$ cat src/rtl/dmem_arb_pkg.sv
// -----------------------------------------------------------------------------
// dmem_arb_pkg
// Shared types and default widths for the data-memory arbiter that sits
// between the CPU data port, the debug/loader port and the single dmem.
//   arb_state_e : arbiter ownership state
//   owner_e     : which port was granted most recently
// -----------------------------------------------------------------------------
package dmem_arb_pkg;

    localparam int DEF_AW       = 16;
    localparam int DEF_DW       = 16;
    localparam int DEF_MAX_HOLD = 4;

    typedef enum logic [1:0] {
        IDLE       = 2'd0,
        CPU_OWN    = 2'd1,
        DBG_OWN    = 2'd2,
        DBG_LOCKED = 2'd3
    } arb_state_e;

    typedef enum logic {
        OWN_CPU = 1'b0,
        OWN_DBG = 1'b1
    } owner_e;

endpackage

$ cat src/rtl/dmem_arbiter.sv
// -----------------------------------------------------------------------------
// dmem_arbiter
// Shares one synchronous-read data memory between the CPU data port and a
// debug/loader port. At most one access is issued per cycle; read data comes
// back to the winning port one cycle after its grant. The debug port can lock
// the memory for atomic sequences.
//
// Ports
//   clk, rst                  clock; synchronous active-low reset
//   cpu_req/we/addr/wdata     CPU request (held until granted)
//   dbg_req/we/addr/wdata     debug request (held until granted)
//   dbg_lock                  keep the memory with the debug port
//   cpu_gnt, dbg_gnt          combinational grant, access accepted this cycle
//   cpu_stall                 CPU request pending but not granted
//   cpu_rvalid/rdata          registered read-valid, gated read data
//   dbg_rvalid/rdata          registered read-valid, gated read data
//   mem_en/we/addr/wdata      memory strobe and access, muxed from the winner
//   mem_rdata                 memory read data, valid the cycle after a read
// -----------------------------------------------------------------------------
module dmem_arbiter
    import dmem_arb_pkg::*;
#(
    parameter int AW       = DEF_AW,
    parameter int DW       = DEF_DW,
    parameter int MAX_HOLD = DEF_MAX_HOLD
) (
    input  logic          clk,
    input  logic          rst,
    input  logic          cpu_req,
    input  logic          cpu_we,
    input  logic [AW-1:0] cpu_addr,
    input  logic [DW-1:0] cpu_wdata,
    input  logic          dbg_req,
    input  logic          dbg_we,
    input  logic [AW-1:0] dbg_addr,
    input  logic [DW-1:0] dbg_wdata,
    input  logic          dbg_lock,
    output logic          cpu_gnt,
    output logic          dbg_gnt,
    output logic          cpu_stall,
    output logic          cpu_rvalid,
    output logic [DW-1:0] cpu_rdata,
    output logic          dbg_rvalid,
    output logic [DW-1:0] dbg_rdata,
    output logic          mem_en,
    output logic          mem_we,
    output logic [AW-1:0] mem_addr,
    output logic [DW-1:0] mem_wdata,
    input  logic [DW-1:0] mem_rdata
);

    localparam int HW = $clog2(MAX_HOLD + 1);
    localparam logic [HW-1:0] HOLD_MAX = HW'(MAX_HOLD);
    localparam logic [HW-1:0] HOLD_ONE = HW'(1);

    arb_state_e    state_reg, state_next;
    owner_e        last_owner_reg, last_owner_next;
    logic [HW-1:0] hold_cnt_reg, hold_cnt_next;
    logic          cpu_rvalid_reg, cpu_rvalid_next;
    logic          dbg_rvalid_reg, dbg_rvalid_next;

    // Raw arbitration decision, before reset gating.
    logic          grant_cpu, grant_dbg;
    logic [HW-1:0] hold_inc;

    assign hold_inc = (hold_cnt_reg == HOLD_MAX) ? hold_cnt_reg : hold_cnt_reg + HOLD_ONE;

    always_comb begin
        grant_cpu       = 1'b0;
        grant_dbg       = 1'b0;
        state_next      = state_reg;
        hold_cnt_next   = hold_cnt_reg;
        last_owner_next = last_owner_reg;

        // Who wins this cycle.
        case (state_reg)
            IDLE: begin
                if (cpu_req && dbg_req) begin
                    if (last_owner_reg == OWN_DBG) grant_cpu = 1'b1;
                    else                           grant_dbg = 1'b1;
                end else if (cpu_req) begin
                    grant_cpu = 1'b1;
                end else if (dbg_req) begin
                    grant_dbg = 1'b1;
                end
            end
            CPU_OWN: begin
                if (cpu_req && dbg_req) begin
                    if (hold_cnt_reg < HOLD_MAX) grant_cpu = 1'b1;
                    else                         grant_dbg = 1'b1;
                end else if (cpu_req) begin
                    grant_cpu = 1'b1;
                end else if (dbg_req) begin
                    grant_dbg = 1'b1;
                end
            end
            DBG_OWN: begin
                if (cpu_req && dbg_req) begin
                    if (hold_cnt_reg < HOLD_MAX) grant_dbg = 1'b1;
                    else                         grant_cpu = 1'b1;
                end else if (dbg_req) begin
                    grant_dbg = 1'b1;
                end else if (cpu_req) begin
                    grant_cpu = 1'b1;
                end
            end
            DBG_LOCKED: begin
                // CPU is shut out for the whole locked period, including the
                // cycle in which the lock is released.
                if (dbg_req) grant_dbg = 1'b1;
            end
            default: begin
                grant_cpu = 1'b0;
                grant_dbg = 1'b0;
            end
        endcase

        // Where that decision leaves the state and the hold counter.
        if (state_reg == DBG_LOCKED) begin
            if (dbg_lock) begin
                // Lock survives idle cycles; hold count is meaningless here
                // but kept saturating so DBG_OWN inherits a sane value.
                state_next = DBG_LOCKED;
                if (grant_dbg) hold_cnt_next = hold_inc;
            end else if (grant_dbg) begin
                state_next    = DBG_OWN;
                hold_cnt_next = hold_inc;
            end else begin
                state_next    = IDLE;
                hold_cnt_next = '0;
            end
        end else if (grant_cpu) begin
            state_next    = CPU_OWN;
            hold_cnt_next = (state_reg == CPU_OWN) ? hold_inc : HOLD_ONE;
        end else if (grant_dbg) begin
            state_next    = dbg_lock ? DBG_LOCKED : DBG_OWN;
            hold_cnt_next = (state_reg == DBG_OWN) ? hold_inc : HOLD_ONE;
        end else begin
            state_next    = IDLE;
            hold_cnt_next = '0;
        end

        if (grant_cpu) last_owner_next = OWN_CPU;
        if (grant_dbg) last_owner_next = OWN_DBG;
    end

    // Grants are suppressed while reset is asserted so nothing reaches memory.
    assign cpu_gnt   = rst & grant_cpu;
    assign dbg_gnt   = rst & grant_dbg;
    assign cpu_stall = rst & cpu_req & ~cpu_gnt;

    assign cpu_rvalid_next = cpu_gnt & ~cpu_we;
    assign dbg_rvalid_next = dbg_gnt & ~dbg_we;

    always_ff @(posedge clk) begin
        if (!rst) begin
            state_reg      <= IDLE;
            last_owner_reg <= OWN_DBG;
            hold_cnt_reg   <= '0;
            cpu_rvalid_reg <= 1'b0;
            dbg_rvalid_reg <= 1'b0;
        end else begin
            state_reg      <= state_next;
            last_owner_reg <= last_owner_next;
            hold_cnt_reg   <= hold_cnt_next;
            cpu_rvalid_reg <= cpu_rvalid_next;
            dbg_rvalid_reg <= dbg_rvalid_next;
        end
    end

    // Memory side: plain mux of the winning port, all zero when nobody wins.
    always_comb begin
        mem_en    = cpu_gnt | dbg_gnt;
        mem_we    = 1'b0;
        mem_addr  = '0;
        mem_wdata = '0;
        if (cpu_gnt) begin
            mem_we    = cpu_we;
            mem_addr  = cpu_addr;
            mem_wdata = cpu_wdata;
        end else if (dbg_gnt) begin
            mem_we    = dbg_we;
            mem_addr  = dbg_addr;
            mem_wdata = dbg_wdata;
        end
    end

    // rvalid is gated with rst so every output reads 0 while reset is held.
    assign cpu_rvalid = rst & cpu_rvalid_reg;
    assign dbg_rvalid = rst & dbg_rvalid_reg;
    assign cpu_rdata  = cpu_rvalid ? mem_rdata : '0;
    assign dbg_rdata  = dbg_rvalid ? mem_rdata : '0;

endmodule

$ cat config.mk
export PLATFORM = sky130hd
export DESIGN_NAME = dmem_arbiter
export DESIGN_NICKNAME = d
export VERILOG_FILES = /design/src/rtl/dmem_arb_pkg.sv /design/src/rtl/dmem_arbiter.sv
export SDC_FILE = /design/constraint.sdc
export NUM_CORES = 1
export LEC_CHECK = 0
export ABC_AREA = 1
export BUFFER_PORTS_ARGS = -buffer_cell sky130_fd_sc_hd__buf_2
export CAP_MARGIN = 20
export CORE_ASPECT_RATIO = 0.7
export CORE_MARGIN = 8
export CORE_UTILIZATION = 30
export DETAILED_ROUTE_END_ITERATION = 10
export MAX_ROUTING_LAYER = met4
export PLACE_DENSITY = 0.74
export SETUP_SLACK_MARGIN = 0.5
export SYNTH_ARGS = -nofsm -noshare
export SYNTH_HDL_FRONTEND = slang
export SYNTH_SLANG_ARGS = --single-unit
$ cat constraint.sdc
create_clock -name clk -period 1.8 [get_ports clk]
set_clock_uncertainty 0.05 [all_clocks]
set_input_delay 0.27 -clock clk [delete_from_list [all_inputs] [get_ports clk]]
set_output_delay 0.27 -clock clk [all_outputs]
set_load 0.1 [all_outputs]
==> results of run 1 <==
[logic make-up after synthesis]
group	count (synthesis)	share of synthesized area, %
AOI/OAI and AO/OA	9	3.75
buffers and inverters	43	19.1
and+or+nand+nor	182	62.0
xor gates and xnor gates	2	1.31
adders and majority gates	2	1.87
DFF	8	12.0
[cell usage after synthesis]
master / n / area, sq um
nand2_1: 96 / 360
nor2_1: 38 / 143
nand2_2: 33 / 206
inv_1: 29 / 109
dfxtp_1: 8 / 160
nand3_1: 8 / 40.0
buf_6: 4 / 45.0
o21ai_0: 4 / 20.0
a21oi_1: 3 / 15.0
buf_12: 3 / 60.1
clkbuf_1: 2 / 7.51
ha_1: 2 / 25.0
inv_2: 2 / 7.51
nand3_2: 2 / 20.0
nor2_4: 2 / 22.5
inv_4: 1 / 6.26
inv_6: 1 / 8.76
inv_8: 1 / 11.3
nand2_4: 1 / 11.3
nand2_8: 1 / 20.0
nor3_1: 1 / 5.00
o211ai_1: 1 / 7.51
o21bai_1: 1 / 7.51
xnor2_1: 1 / 8.76
xor2_1: 1 / 8.76
[per-stage QoR]
stage,setup TNS [ns],hold slack [ns],instance area [sq um],std cells
2_1_floorplan,0,0.285,2520,246
3_3_place_gp,-1.71,0.389,4470,467
==> impl_metrics.toml, run 1 <==
[placed_design]
place_congestion = 0.933
portBuffers = 157

[logic_synthesis]
synth_area_per_cell_sq_um = 5.43
synth_cell_types = 25
ys.warnings.count = 0
synth_seq_cells = 8
syn-num-nets = 335
synth_cells = 246
synth_area_sq_um = 1340
seq_area_frac_synth_pct = 12.0

[run_status]
failing_step = "3_5_place_dp"
stop_error = "[ERROR DPL-0038] Utilization greater than 100%, impossible to legalize"
status = "stopped before the end"

[floorplan]
die_h_microns = 71.8
dieWidth_microns = 95.8
ioPinCount = 158
rows = 20
start_util_pct = 31.0
==> run 2, diff against run 1 <==
--- a/config.mk
+++ b/config.mk
@@ -8,13 +8,10 @@
 export ABC_AREA = 1
 export BUFFER_PORTS_ARGS = -buffer_cell sky130_fd_sc_hd__buf_2
 export CAP_MARGIN = 20
-export CORE_ASPECT_RATIO = 0.7
 export CORE_MARGIN = 8
-export CORE_UTILIZATION = 30
+export CORE_UTILIZATION = 20
 export DETAILED_ROUTE_END_ITERATION = 10
-export MAX_ROUTING_LAYER = met4
-export PLACE_DENSITY = 0.74
-export SETUP_SLACK_MARGIN = 0.5
+export PLACE_DENSITY_LB_ADDON = 0.15
 export SYNTH_ARGS = -nofsm -noshare
 export SYNTH_HDL_FRONTEND = slang
 export SYNTH_SLANG_ARGS = --single-unit
==> run 2 against run 1 <==
Against the previous run:
- synthesized cell count did not move
- area after synthesis unchanged
- the flow now finishes, with violations (setup timing)
==> impl_metrics.toml, run 2 <==
[logic_synthesis]
synth_cell_types = 25
ys.flop_type = "dfxtp_1"
syn-num-nets = 335
synth-edff-count = 0
synth_cells = 246
synthTopCellsByCount = "nand2_1 (96), nor2_1 (38), nand2_2 (33), inv_1 (29)"
yosys-top-cells-area = "nand2_1 (27%), nand2_2 (15%), dfxtp_1 (12%)"
synth_area_sq_um = 1340
yosys.area.top_type = "nand2_1"
seq_area_frac_synth_pct = 12.0
synth_seq_cells = 8
synth_top_area_share_pct = 27.0
async_reset_ff_share_pct = 0
yosysMostFrequentCell = "nand2_1"
ys.warnings.count = 0
synth_area_per_cell_sq_um = 5.43

[sta]
final_max_slew_viol_count = 0
hold_ws_ns = 0.195
setup_viol = 37
finalCriticalPeriod_ns = 2.04
slew_headroom_pct = 80.9
hold_viol = 0
tightest_slew_ns = 0.287
period_share_pct = 113
grt_setup_unrepaired = "yes"
setup_slack_ns = -0.241
fmax_mhz = 490

[clocking]
cts_buffer_depth = 2
cts-buffers-inserted = 3
cts.clk_slew.worst_paths_ns = 0.04
cts_tree = "yes"
htreeDepth = 1
clock_sinks = 8
cts_root_buffer = "clkbuf_8"
clk_latency_ns = 0.23

[run]
maxCapViolCount = 0

[cells_and_area]
num-fill-cells = 543
largest_reg_flops = 3
regArea_sq_um = 171
fin_area_sq_um = 4130
multi_input_area_sq_um = 1470
n_antenna_cell = 0
area_growth_pct = 209
layout_common_cells = "buf_2 (86), buf_12 (76), nand2_2 (48)"
final_common_cell = "buf_2"
drive_gt1_share_pct = 74.5
num-nets-final = 522

[power_and_ir_drop]
p_int_uw = 2570
p_per_area_nw_per_um2 = 1570
swShare_pct = 60.3
p_switching_uw = 3900
share_comb_of_total_power_pct = 92.1
vdd_drop_max_v = 0.000621
leakage_uw = 0.00206
clock_power_share_pct = 3.4
seqPwrFrac_pct = 4.5

[setup_path]
path_class = "flip-flop to output pin"
cp.required_ns = 1.48
r2r_slack_ns = 0.15
cp-end-kind = "output pin"
cp-start-kind = "flip-flop"
cp_data_arrival_time_ns = 1.72
worst-path-max-fanout = 12

[drt]
totalWireLength_mm = 7.65
firstDrtPassIters = 4
vias = 2187
vias_per_cell = 4.31
avgRoutedWirePerCell_microns = 15.1
drcViolationCount = 0
detail_route.iter0.violations = 48
ant_nets = 0

[min_path]
hp-class = "input port to flip-flop"

[floorplan]
core_area_sq_um = 6420
die_area_sq_um = 9550
rows = 29
dieWidth_microns = 97.7
start_util_pct = 20.8
ioPinCount = 158
die_h_microns = 97.7

[placed_design]
portBuffers = 157
place_hpwl_mm = 6.39
dp_slack_ns = -0.0742
place_congestion = 0.864
placed_cell_area_sq_um = 3800

[grt]
antenna_found_initial = 0
grt.overflow.total = 0
grt_start_max_net_pins = 18
track_usage_pct = 15.5
grt_pass1_vias = 2468
grt_pass1_wl_mm = 12.2

[run_status]
status = "finished, violations left"
violations = "setup timing"
run 2: cell counts after synthesis:
Identical to the previous run, type by type.
run 2: final timing paths:
path / startpoint / end / cells past startpoint
min: dbg_we / dbg_rvalid_reg / 2
max: state_reg[1] / mem_addr[10] / 12
max reg2reg: state_reg[0] / hold_cnt_reg[2] / 12
min reg2reg: last_owner_reg / last_owner_reg / 2
run 2: through the flow:
step | power, uW | cells | setup TNS [ns] | utilization [%]
after floorplan | 3980 | 246 | -7.83 | -
after global placement | 5820 | 491 | -0.406 | 59.2
after detailed placement | 5870 | 491 | -1.42 | 59.2
after CTS | 6360 | 505 | -6.55 | 62.9
after global routing | 6730 | 508 | -10.24 | 64.3
final | 6470 | 508 | -7.30 | 64.3
run 2: final cells by class:
| type | instances | share of cell area [%] |
|---|---|---|
| sequential | 8 | 4.15 |
| multi-input combinational | 195 | 35.6 |
| inverter | 34 | 3.58 |
| clock buffer | 3 | 1.00 |
| timing repair buffer | 190 | 53.1 |
| tap | 77 | 2.33 |
| timing repair inverter | 1 | 0.152 |
run 2: timing repair:
action / in CTS / in global routing
cloned: 2 / 0
pin swaps: 1 / 2
setup buffers: 9 / 3
endpoints found under the setup margin: 37 / 37
hold buffers: 0 / 0
gates resized for setup: 28 / 23
run 2: cells by family (layout without fill, tap and decap cells):
kind of cell	after synthesis	after routing	share of synthesized area, %
AO/OA/AOI/OAI	9	9	3.75
XOR/XNOR	2	2	1.31
adder cells (fa/ha/maj)	2	2	1.87
buffers and inverters	43	228	19.1
flip-flops	8	8	12.0
AND/OR/NAND/NOR	182	182	62.0
run 2: layer usage:
layer	track usage (%)	up-vias	share of wire, %
li1	-	1093	-
met1	14.2	957	34
met2	28.5	118	50
met3	8.59	19	12
met4	5.40	0	3.4
met5	0	-	0
run 2: critical path: stages (launching register included):
cell and delay (ns):
dfxtp_4 0.37, inv_2 0.05, nor2_4 0.11, nand2_2 0.10, nand2_4 0.09, nand2_4 0.06
inv_6 0.07, nand2_8 0.05, inv_8 0.09, buf_12 0.15, nand2_2 0.09, nand2_8 0.08
buf_12 0.16
run 2: power groups by stage:
stage / logic [uW] / clock network, uW / registers [uW]
floorplan: 3700 / 0 / 278
global placement: 5540 / 0 / 282
detailed placement: 5580 / 0 / 284
CTS: 5840 / 228 / 290
global route: 6190 / 241 / 299
finish: 5960 / 221 / 289
(Power assumes the default switching activity.)
